## src/rtl/dac_mcp4921_pkg.sv

```systemverilog
// Shared definitions for the MCP4921 DAC driver: FSM encoding and frame layout.
package dac_mcp4921_pkg;

    localparam int unsigned FRAME_BITS = 16;

    // Command nibble bit positions inside the 16-bit SPI frame
    localparam int unsigned BIT_AB     = 15;
    localparam int unsigned BIT_BUF    = 14;
    localparam int unsigned BIT_GA_N   = 13;
    localparam int unsigned BIT_SHDN_N = 12;

    typedef enum logic [2:0] {
        StIdle   = 3'd0,
        StSetup  = 3'd1,
        StShift  = 3'd2,
        StCsHold = 3'd3,
        StLdac   = 3'd4
    } state_e;

    // Assemble the write command for channel A
    function automatic logic [FRAME_BITS-1:0] build_frame(
        input logic        buf_en,
        input logic        ga_n,
        input logic        shdn,
        input logic [11:0] code
    );
        logic [FRAME_BITS-1:0] f;
        f             = '0;
        f[BIT_AB]     = 1'b0;
        f[BIT_BUF]    = buf_en;
        f[BIT_GA_N]   = ga_n;
        f[BIT_SHDN_N] = ~shdn;
        f[11:0]       = code;
        return f;
    endfunction

endpackage

```

## src/rtl/dac_mcp4921_edge_detect.sv

```systemverilog
// Two-register rising-edge detector; emits a one-cycle pulse per rising edge.
module dac_mcp4921_edge_detect (
    input  logic clk,
    input  logic rst_n,
    input  logic sig,
    output logic rise
);

    logic sig_q1;
    logic sig_q2;

    // Sample the input twice; the pair also acts as a synchroniser
    always_ff @(posedge clk or negedge rst_n) begin
        if (!rst_n) begin
            sig_q1 <= 1'b0;
            sig_q2 <= 1'b0;
        end else begin
            sig_q1 <= sig;
            sig_q2 <= sig_q1;
        end
    end

    assign rise = sig_q1 & ~sig_q2;

endmodule

```

## src/rtl/dac_mcp4921.sv

```systemverilog
// MCP4921 12-bit SPI DAC driver: one write frame plus LDAC strobe per LATCH edge.
module dac_mcp4921
    import dac_mcp4921_pkg::*;
#(
    parameter int unsigned CLK_DIV = 25,
    parameter bit          GAIN_1X = 1'b1,
    parameter bit          BUF     = 1'b0
) (
    input  logic        clk,
    input  logic        rst_n,
    input  logic        latch,
    input  logic [11:0] value,
    input  logic        shdn,
    output logic        cs_dac,
    output logic        clk_dac,
    output logic        sdi_dac,
    output logic        ldac_n,
    output logic        busy
);

    localparam logic [15:0] HALF = 16'(CLK_DIV);

    state_e                 state;
    logic [15:0]            hp_cnt;
    logic [4:0]             bit_cnt;
    logic [FRAME_BITS-2:0]  shreg;   // bits still to send after the MSB
    logic [FRAME_BITS-1:0]  frame;
    logic                   start;
    logic                   tick;

    dac_mcp4921_edge_detect u_latch_edge (
        .clk   (clk),
        .rst_n (rst_n),
        .sig   (latch),
        .rise  (start)
    );

    assign frame = build_frame(BUF, GAIN_1X, shdn, value);
    assign tick  = (hp_cnt == HALF);

    // Frame sequencer; every output is a register so the SPI pins are glitch-free
    always_ff @(posedge clk or negedge rst_n) begin
        if (!rst_n) begin
            state   <= StIdle;
            hp_cnt  <= '0;
            bit_cnt <= '0;
            shreg   <= '0;
            cs_dac  <= 1'b1;
            clk_dac <= 1'b0;
            sdi_dac <= 1'b0;
            ldac_n  <= 1'b1;
            busy    <= 1'b0;
        end else begin
            // Half-period counter runs whenever a frame is in flight
            if (state != StIdle) begin
                hp_cnt <= tick ? 16'd1 : hp_cnt + 16'd1;
            end
            case (state)
                StIdle: begin
                    if (start) begin
                        shreg   <= frame[FRAME_BITS-2:0];
                        sdi_dac <= frame[FRAME_BITS-1];
                        cs_dac  <= 1'b0;
                        busy    <= 1'b1;
                        hp_cnt  <= 16'd1;
                        bit_cnt <= '0;
                        state   <= StSetup;
                    end
                end
                StSetup: begin
                    if (tick) begin
                        clk_dac <= 1'b1;
                        state   <= StShift;
                    end
                end
                StShift: begin
                    if (tick) begin
                        if (clk_dac) begin
                            clk_dac <= 1'b0;
                            bit_cnt <= bit_cnt + 5'd1;
                            if (bit_cnt == 5'd15) begin
                                state <= StCsHold;
                            end else begin
                                // Next bit goes out on the falling edge
                                sdi_dac <= shreg[FRAME_BITS-2];
                                shreg   <= {shreg[FRAME_BITS-3:0], 1'b0};
                            end
                        end else begin
                            clk_dac <= 1'b1;
                        end
                    end
                end
                StCsHold: begin
                    if (tick) begin
                        cs_dac  <= 1'b1;
                        sdi_dac <= 1'b0;
                        state   <= StLdac;
                    end
                end
                StLdac: begin
                    // One T of CS-high gap, then one T of LDAC low
                    if (tick) begin
                        if (ldac_n) begin
                            ldac_n <= 1'b0;
                        end else begin
                            ldac_n  <= 1'b1;
                            busy    <= 1'b0;
                            hp_cnt  <= '0;
                            bit_cnt <= '0;
                            shreg   <= '0;
                            state   <= StIdle;
                        end
                    end
                end
                default: state <= StIdle;
            endcase
        end
    end

endmodule

```

## config.mk

```make
export PLATFORM = sky130hd
export DESIGN_NAME = dac_mcp4921
export DESIGN_NICKNAME = d
export VERILOG_FILES = /design/src/rtl/dac_mcp4921_pkg.sv /design/src/rtl/dac_mcp4921_edge_detect.sv /design/src/rtl/dac_mcp4921.sv
export SDC_FILE = /design/constraint.sdc
export NUM_CORES = 1
export LEC_CHECK = 0
export BUFFER_PORTS_ARGS = -buffer_cell sky130_fd_sc_hd__buf_2
export CORE_UTILIZATION = 30
export CTS_BUF_LIST = sky130_fd_sc_hd__clkbuf_16
export DETAILED_ROUTE_END_ITERATION = 7
export GPL_ROUTABILITY_DRIVEN = 1
export GPL_TIMING_DRIVEN = 0
export PLACE_DENSITY = 0.58
export SYNTH_ARGS = -nofsm -noshare
export SYNTH_HDL_FRONTEND = slang
export SYNTH_SLANG_ARGS = --single-unit
```

## constraint.sdc

```tcl
create_clock -name clk -period 3.3 [get_ports clk]
set_input_delay 0.495 -clock clk [delete_from_list [all_inputs] [get_ports clk]]
set_output_delay 0.495 -clock clk [all_outputs]
set_load 0.02 [all_outputs]
```

# Word level (Yosys, flattened, before mapping)
# Index checks and enable logic that the tools add are counted.
totals:
  reg_bits: 46
  input_bits: 16
  out_inout_bits: 5
  wordCells: 90
classes:
  add_sub_neg: 2
  n_eq_ne: 15
  muxes: 44
  bitwise_logic: 3
  reduce_logical: 15
ops:
  columns: ["operator", "count"]
  rows:
  - ["15-bit two-way mux", 6]
  - ["16-bit two-way mux", 5]
  - ["15-bit case mux with 3 select lines", 1]
  - ["16-bit case mux with 2 select lines", 1]
  - ["5-bit two-way mux", 5]
  - ["3-bit two-way mux", 8]
  - ["2-bit inequality test (second input constant)", 9]
  - ["16-bit by 1-bit adder with 16-bit output (second input constant)", 1]
  - ["16-bit by 5-bit == test with 1-bit output (second input constant)", 1]
  - ["3-bit case mux with 5 select lines", 1]
  - ["5-bit case mux with 3 select lines", 1]
  - ["1-bit two-way mux", 12]
  - ["6-bit AND reduction", 2]
  - ["3-bit nonzero test", 3]
  - ["8-bit AND reduction", 1]
  - ["7-bit AND reduction", 1]
  - ["3-bit by 2-bit == test with 1-bit output (second input constant)", 2]
  - ["1-bit case mux with 2 select lines", 3]
  - ["3-bit AND reduction", 2]
  - ["2-bit nonzero test", 3]
  - ["5-bit by 1-bit adder with 5-bit output (second input constant)", 1]
  - ["5-bit by 4-bit == test with 1-bit output (second input constant)", 1]
  - ["4-bit AND reduction", 1]
  - ["3-bit by 1-bit == test with 1-bit output (second input constant)", 1]
  - ["other kinds (6)", 7]

# Logic depth before layout (Yosys ltp)
# Gate-level depths: netlist of run 1.
logic_depth:
  word_depth: 6
  ltp_mapped: 8
  ltp_nobuf: 7

# By module
# A second synthesis of run 1 with hierarchy kept.
unflattened:
  hier_cells: 262
  hier_area_um2: 2543.7
by_module_without_submodules:
  columns: ["mod", "instances", "cells_each", "area_per_inst_um2"]
  rows:
  - ["dac_mcp4921", 1, 259, 2479.9]
  - ["dac_mcp4921_edge_detect", 1, 3, 63.8]

# Worst setup path before layout of run 1
# OpenSTA, ideal clock, no wires.
synth_path:
  kind: "register to register"
  start: "register hp_cnt[1]"
  end: "register shreg[10]"
  t_arrival_ps: 1969
  setup_slack_ps: 1206
  path_stages_with_launch: 9
  n_path_buf: 1
  period_less_slack_ps: 2094
  cell_sequence: "dfrtp_1 -> inv_1 -> ha_1 -> nor3b_1 -> nand4_4 -> o32ai_4 -> o21ai_2 -> buf_6 -> mux2_4"
synth_via:
  elab_chain_cells: 3
  word_cells_on_any_way: 4
  classes_between: "eq/ne: 3; reduce/logical: 1"
synth_lines:
  columns: ["element", "line", "source"]
  rows:
  - ["start, declared", "dac_mcp4921.sv:24", "logic [15:0] hp_cnt;"]
  - ["start signal, assigned", "dac_mcp4921.sv:56", "hp_cnt <= tick ? 16'd1 : hp_cnt + 16'd1;"]
  - ["16-bit by 5-bit == test with 1-bit output *", "dac_mcp4921.sv:39", "assign tick = (hp_cnt == HALF);"]
  - ["2-bit inequality test (no line)", null, null]
  - ["7-bit AND reduction (no line) *", null, null]
  - ["end signal, assigned", "dac_mcp4921.sv:61", "shreg <= frame[FRAME_BITS-2:0];"]
  - ["end signal, assigned", "dac_mcp4921.sv:86", "shreg <= {shreg[FRAME_BITS-3:0], 1'b0};"]
  - ["end, declared", "dac_mcp4921.sv:26", "logic [FRAME_BITS-2:0] shreg;"]
# Mark *: on every way between the ends. The rest lies on a longest branch, timed or not.
# A chain may end at the register's enable or synchronous reset.

# Final worst setup path of run 1
layout_path:
  start: "register hp_cnt[1]"
  end: "register shreg[6]"
# The elaborated chain is that of the path after synthesis.

==> results of run 1 <==
## cell families after synthesis
logic type,after synthesis
mux,20
fa+ha+maj,4
buf+inv,21
simple gates,83
flops,46
xor+xnor,12
compound gates,48
## report_power, final
part,switching (W),internal [W],leakage [nW]
combinational,0.000262,0.000274,0.675
sequential,0.000132,0.000717,0.575
clock,0.000231,0.000289,0.0752
## metrics by stage
step	total power [W]	hold WS, ps	setup slack [ps]
after floorplan	0.00126	199	1210
after global routing	0.00204	310	706
final	0.00191	311	902
after global placement	0.00138	394	894
after detailed placement	0.00140	396	883
after CTS	0.00193	306	874
## sequential cells by signal (all words and copies together) (netlist names), 3 cells and up
register,flops
hp_cnt,16
shreg,15
bit_cnt,5
state,3
## final timing paths
path                                          start                  end  depth (start not counted)
worst min register to register  u_latch_edge.sig_q1  u_latch_edge.sig_q2                          0
worst min-delay path                          latch  u_latch_edge.sig_q1                          1
max in group asynchronous                     rst_n           hp_cnt[12]                          1
min in group asynchronous                     rst_n           hp_cnt[11]                          1
worst max-delay path                      hp_cnt[1]             shreg[6]                          8
worst max register to register            hp_cnt[1]             shreg[6]                          8
## layout by cell type, fill, tap and decap left out, types with 2 or more instances in the layout
master | netlist | final
xnor2_1 | 7 | 7
dfrtp_1 | 44 | 44
or3_1 | 6 | 6
dfstp_2 | 2 | 2
clkbuf_16 | 0 | 5
o211ai_1 | 2 | 2
nor4_4 | 2 | 2
nand4_1 | 5 | 5
nor3_1 | 5 | 5
a22o_1 | 10 | 10
ha_1 | 4 | 4
o21ai_0 | 12 | 12
clkbuf_1 | 6 | 6
inv_1 | 10 | 10
inv_6 | 0 | 3
and3_1 | 2 | 2
mux2i_1 | 6 | 6
a21oi_1 | 11 | 11
buf_2 | 2 | 22
nand3_1 | 7 | 7
xor2_1 | 5 | 5
mux2_2 | 7 | 7
o22a_1 | 2 | 2
nor3b_1 | 4 | 4
and4_1 | 4 | 4
nor2_1 | 22 | 22
nand2b_1 | 4 | 4
a21o_1 | 2 | 2
nand2_1 | 16 | 16
and2_1 | 2 | 2
mux2_4 | 7 | 7
## per-layer routing
| layer | share of wire | GRT usage | vias up |
|---|---|---|---|
| met5 | 0 | 0 | - |
| li1 | - | - | 894 |
| met2 | 0.46 | 0.196 | 22 |
| met3 | 0.026 | 0.0263 | 6 |
| met4 | 0.018 | 0.0462 | 0 |
| met1 | 0.50 | 0.178 | 856 |
## cell type report
class                           instances  share of cell area
Multi-Input combinational cell        167               0.428
Sequential cell                        46               0.406
Tap cell                              102              0.0449
Clock buffer                            5              0.0440
Timing Repair Buffer                   20              0.0352
Buffer                                 11              0.0198
Inverter                               10              0.0132
Clock inverter                          3             0.00924
## critical path, delay by kind of cell, from the launching register on
family | cells | cell delay, ps
mux | 1 | 300
flops | 1 | 420
simple gates | 2 | 650
fa+ha+maj | 1 | 130
compound gates | 2 | 510
buf+inv | 2 | 270
==> results.md, run 1 <==
* Slowest stage cell, crit path: dfrtp_1
* Filler cell count at roughly 830
* RSZ-0062 raised after global routing: no
* Drt initial violations at 72
* Max cap viols at 0
* Die H at 92.6 um
* Post-synthesis compound-gate area fraction at 0.139
* Yosys top cell by area: dfrtp_1
* Root buf cell: clkbuf_16
* Num CTS Buffers at 5
* Via count at ~1800
* Synth top cells by count: dfrtp_1, nor2_1, nand2_1, o21ai_0, a21oi_1
* Max stage delay on crit path at 420 ps
* Storage cell area at 1150 um^2
* Footprint of the multi-input gates at 1220 um^2
* Maximum VDD drop at 0.000235 V
* Critical setup path kind: reg2reg
* Setup violators final at 0
* Clock latency on the worst-skew pair at 290 ps
* Seq cells post-synth at 46
* Post-synthesis sequential area ratio at 0.468
* Post-synth EDFFs at 0
* Synth async-reset ratio at 1.00
* Post-route design area at 2840 um^2
* Arr. time, crit path at around 2600 ps
* Final min period at ~2400 ps
* Pwr Density at 670 nW/um^2
* Core ar. at 7850 um^2
* Crit share post-route at 0.727
* Fmax at 417 MHz
* Antenna diodes at 0
* Distinct cell type count after synthesis at between 40 and 50
* Clk_skew at 7.81 ps
* Crit-path cells: inv_1 -> ha_1 -> nor3b_1 -> nand4_4 -> o32ai_4 -> o21ai_2 -> buf_6 -> mux2_4
* CP Launch Type: register
* First-pass GRT wire length at 8590 um
* Simple-gate area share of the yosys netlist at 0.193
* Post-DP HPWL at 3420 um
* Post-Place Cells at 356
* Mux share of post-synthesis cell area at 0.0990
* Die Area at roughly 8600 um^2
* Post-CTS sizing at 0
* Initial Utilization at 0.314
* Layout Nets at 281
* Num rows at 32
* Drc violations at 0
* CTS clk-pin slew, worst paths at 70 ps
* Worst hold path class: in2reg
* Area growth, synth to finish at 15.4%
* Leak pwr at roughly 1.3 nW
* Syn Inst Count at about 230
* Most common cell in the netlist: dfrtp_1
* Post-DR vias/cell at slightly below 5
* Pin count of the biggest net entering global routing at 47
* Post-route ant nets at 0
* H-tree levels at 2
* CTS Hold Bufs at 0
* Crit-path max FO at 10
* Slew @ Worst Pin at around 990 ps
* Post-synth net total at 254
* DRT Pass-1 Iters at 4
* IO Pins at 21
* Vias in the first global route at roughly 1800
* Max_slew headroom at 0.340
* Largest family of logic cells by synthesized area: simple AND/OR/NAND/NOR gates
* Total Wirelength at 4840 um
* Prevailing post-synth register cell: dfrtp_1
* Grt ovf at 0
* Fin Setup TNS at 0 ps
* I/O Buffers at 20
* CTS Buffer Depth at 2
* Outcome: completed
* Slew Limit Fails at 0
* Setup Buffers After CTS at 0
* Critical Path RT at 3480 ps
* WL per Instance at 13.3 um
* Post-Synthesis Cell Area at 2460 um^2
* Final Wtd Congestion at about 0.77
* Final core occ at 0.362
* Sink Count at between 40 and 50
* Hold Fails Final Rpt at 0
* CTS tree: built
* Worst R2R Setup Slack at 900 ps
* Placed inst area at 2690 um^2
* Syn avg cell area at 10.5 um^2
* Largest cells by area after synthesis: dfrtp_1, mux2_4, a22o_1, nor2_1, mux2_2
* Die X at approximately 93 um
* Layout cells sized above 1 at 0.206
* Adder-Cell Fraction of Synth Area at 0.0203
* Yosys Warn Count at 0
* GRT Total Usage at 0.128
* Setup crit end kind: register
* Top cell type's share of synthesized area at 0.447
* Synth Area in XOR/XNOR at 0.0427
* Initial antenna violation count at 0
* Finished Layout Cells at 364
Note: power is estimated with default switching activity, not from simulation.
==> run 2, diff against run 1 <==
PLACE_DENSITY = 0.59   (was 0.58)
clock period = 2.1 ns   (was 3.3 ns; I/O delays follow)
==> run 2 against run 1 <==
Effect of this change:
- clock-buffer cell count is the same
- critical path depth shrank 2
- worst setup slack lost 810 ps
- core utilization grew 1.6 points
- die area is the same
- combinational power grew 78%
- routed wire length grew 2.7%
- flip-flop and latch count is the same
- largest cell class unchanged
==> results.md, run 2 (synthesis gave the netlist of run 1 again) <==
* Outcome: completed
* GRT Total Usage at 0.130
* Setup crit end kind: register
* Leak pwr at 1.39 nW
* Max stage delay on crit path at 440 ps
* P_sw at 0.000976 W
* Total Wirelength at 4970 um
* Met1 wire length at roughly 2400 um
* Max cap viols at 0
* Post-route ant nets at 0
* Num CTS Buffers at 5
* Hold Fails Final Rpt at 0
* I/O Buffers at 20
* Post-DR vias/cell at 4.92
* Pin count of the biggest net entering global routing at 47
* Slew @ Worst Pin at 1010 ps
* Initial Utilization at 0.314
* Crit-path max FO at 10
* Gate power share at 0.302
* Final Wtd Congestion at 0.766
* Die Area at 8580 um^2
* Layout Nets at 289
* Crit share post-route at 0.957
* DRT Pass-1 Iters at 4
* Most common cell after layout, fill and taps aside: dfrtp_1
* DP Worst Slack at -294 ps
* IO Pins at 21
* Slowest stage cell, crit path: dfrtp_1
* Largest register FFs at 16
* Storage cell area at around 1200 um^2
* Most frequent cells in the layout: dfrtp_1, buf_2, nor2_1
* Placed inst area at 2690 um^2
* Drc violations at 0
* Initial antenna violation count at 0
* DR top layer: met4
* Delay-heaviest family, CP: simple AND/OR/NAND/NOR gates
* Critical setup path kind: reg2reg
* Met3 wire len at 144 um
* CTS Buffer Depth at 2
* Filler cell count at 793
* Pwr Density at 1070 nW/um^2
* CTS tree: built
* Footprint of the multi-input gates at 1260 um^2
* Via count at 1831
* Crit-path cells: nor4_4 -> nand4_4 -> o32ai_4 -> o21ai_4 -> buf_8 -> mux2_4
* Worst R2R Setup Slack at about 90 ps
* Post-route design area at 2970 um^2
* CP Launch Type: register
* First-pass GRT wire length at 8870 um
* Sw Ratio at 0.309
* Antenna diodes at 0
* Slew Limit Fails at 0
* Worst hold path class: in2reg
* Internal power at around 0.0022 W
* Clock latency on the worst-skew pair at 280 ps
* Num rows at 32
* Clk_skew at 4.45 ps
* Area growth, synth to finish at 20.4%
* Fmax at 497 MHz
* Layout cells sized above 1 at 0.252
* Max_slew headroom at 0.327
* Vias in the first global route at roughly 1800
* Die X at ~90 um
* Core ar. at 7850 um^2
* Critical Path RT at about 2300 ps
* Grt ovf at 0
* Drt initial violations at 74
* Setup violators final at 0
* Metal2 WL at 2320 um
* CTS clk-pin slew, worst paths at 60 ps
* Largest registers: hp_cnt (16), shreg (15), bit_cnt (5)
* Post-Place Cells at between 300 and 400
* Largest reg by FF count: hp_cnt
* CP bufs+invs at 1
* Root buf cell: clkbuf_16
* H-tree levels at 2
* Final min period at about 2000 ps
* Arr. time, crit path at 2180 ps
* Die H at 92.6 um
* Post-DP HPWL at around 3400 um
* Post-route setup slack at approximately 90 ps
* Worst Hold Slack at 136 ps
* CTS Hold Bufs at 0
* WL per Instance at 13.3 um
* RSZ-0062 raised after global routing: yes
* Clk network pwr share at 0.280
* Part of the power in registers at 0.418
* Finished Layout Cells at 372
* Maximum VDD drop at 0.000500 V
* Sink Count at 46
==> run 2: cell types whose count changed in the layout (fill, tap and decap cells not counted), sizes merged <==
| cell | before | now |
|---|---|---|
| bufinv | 0 | 1 |
| clkbuf | 12 | 11 |
| buf | 24 | 33 |
| inv | 13 | 11 |
| clkinvlp | 0 | 1 |
==> run 2: what timing repair did <==
action,CTS,global route
buffers inserted,4,4
pin swaps,2,4
gates resized for setup,6,8
cloned,0,0
setup endpoints to repair,31,28
==> run 2: metrics by stage <==
stage	utilization	power [W]	TNS, ps
after global placement	0.343	0.00217	-5990
after detailed placement	0.343	0.00220	-6010
after floorplan	-	0.00198	0
after global routing	0.378	0.00337	-18.8
final	0.378	0.00316	0
after CTS	0.372	0.00314	-0.214
==> run 2: area by class of cell <==
type | instances | share of cell area
sequential | 46 | 0.389
multi-input combinational | 167 | 0.424
inverter | 10 | 0.0127
clock buffer | 5 | 0.0422
buffer | 11 | 0.0211
clock inverter | 3 | 0.0139
tap | 102 | 0.0430
timing repair buffer | 28 | 0.0540
==> run 2: path summary, 6_finish.rpt <==
| check | startpoint | to | cells after the start |
|---|---|---|---|
| hold reg to reg | u_latch_edge.sig_q1 | u_latch_edge.sig_q2 | 0 |
| setup / recovery | hp_cnt[11] | shreg[12] | 6 |
| setup reg to reg | hp_cnt[11] | shreg[12] | 6 |
| min in group asynchronous | rst_n | hp_cnt[11] | 1 |
| hold / removal | latch | u_latch_edge.sig_q1 | 1 |
| max in group asynchronous | rst_n | shreg[2] | 1 |
==> run 2: power groups by stage <==
stage / Clock, W / Combinational [W] / Sequential (W)
floorplan: 0 / 0.000679 / 0.00130
global placement: 0 / 0.000830 / 0.00134
detailed placement: 0 / 0.000857 / 0.00134
CTS: 0.000903 / 0.000913 / 0.00133
global route: 0.000942 / 0.00107 / 0.00136
finish: 0.000887 / 0.000956 / 0.00132
==> run 2: per-layer routing <==
metal | vias to the layer above | GRT usage
li1 | 909 | -
met1 | 884 | 0.184
met2 | 32 | 0.201
met3 | 6 | 0.0238
met4 | 0 | 0.0423
met5 | - | 0
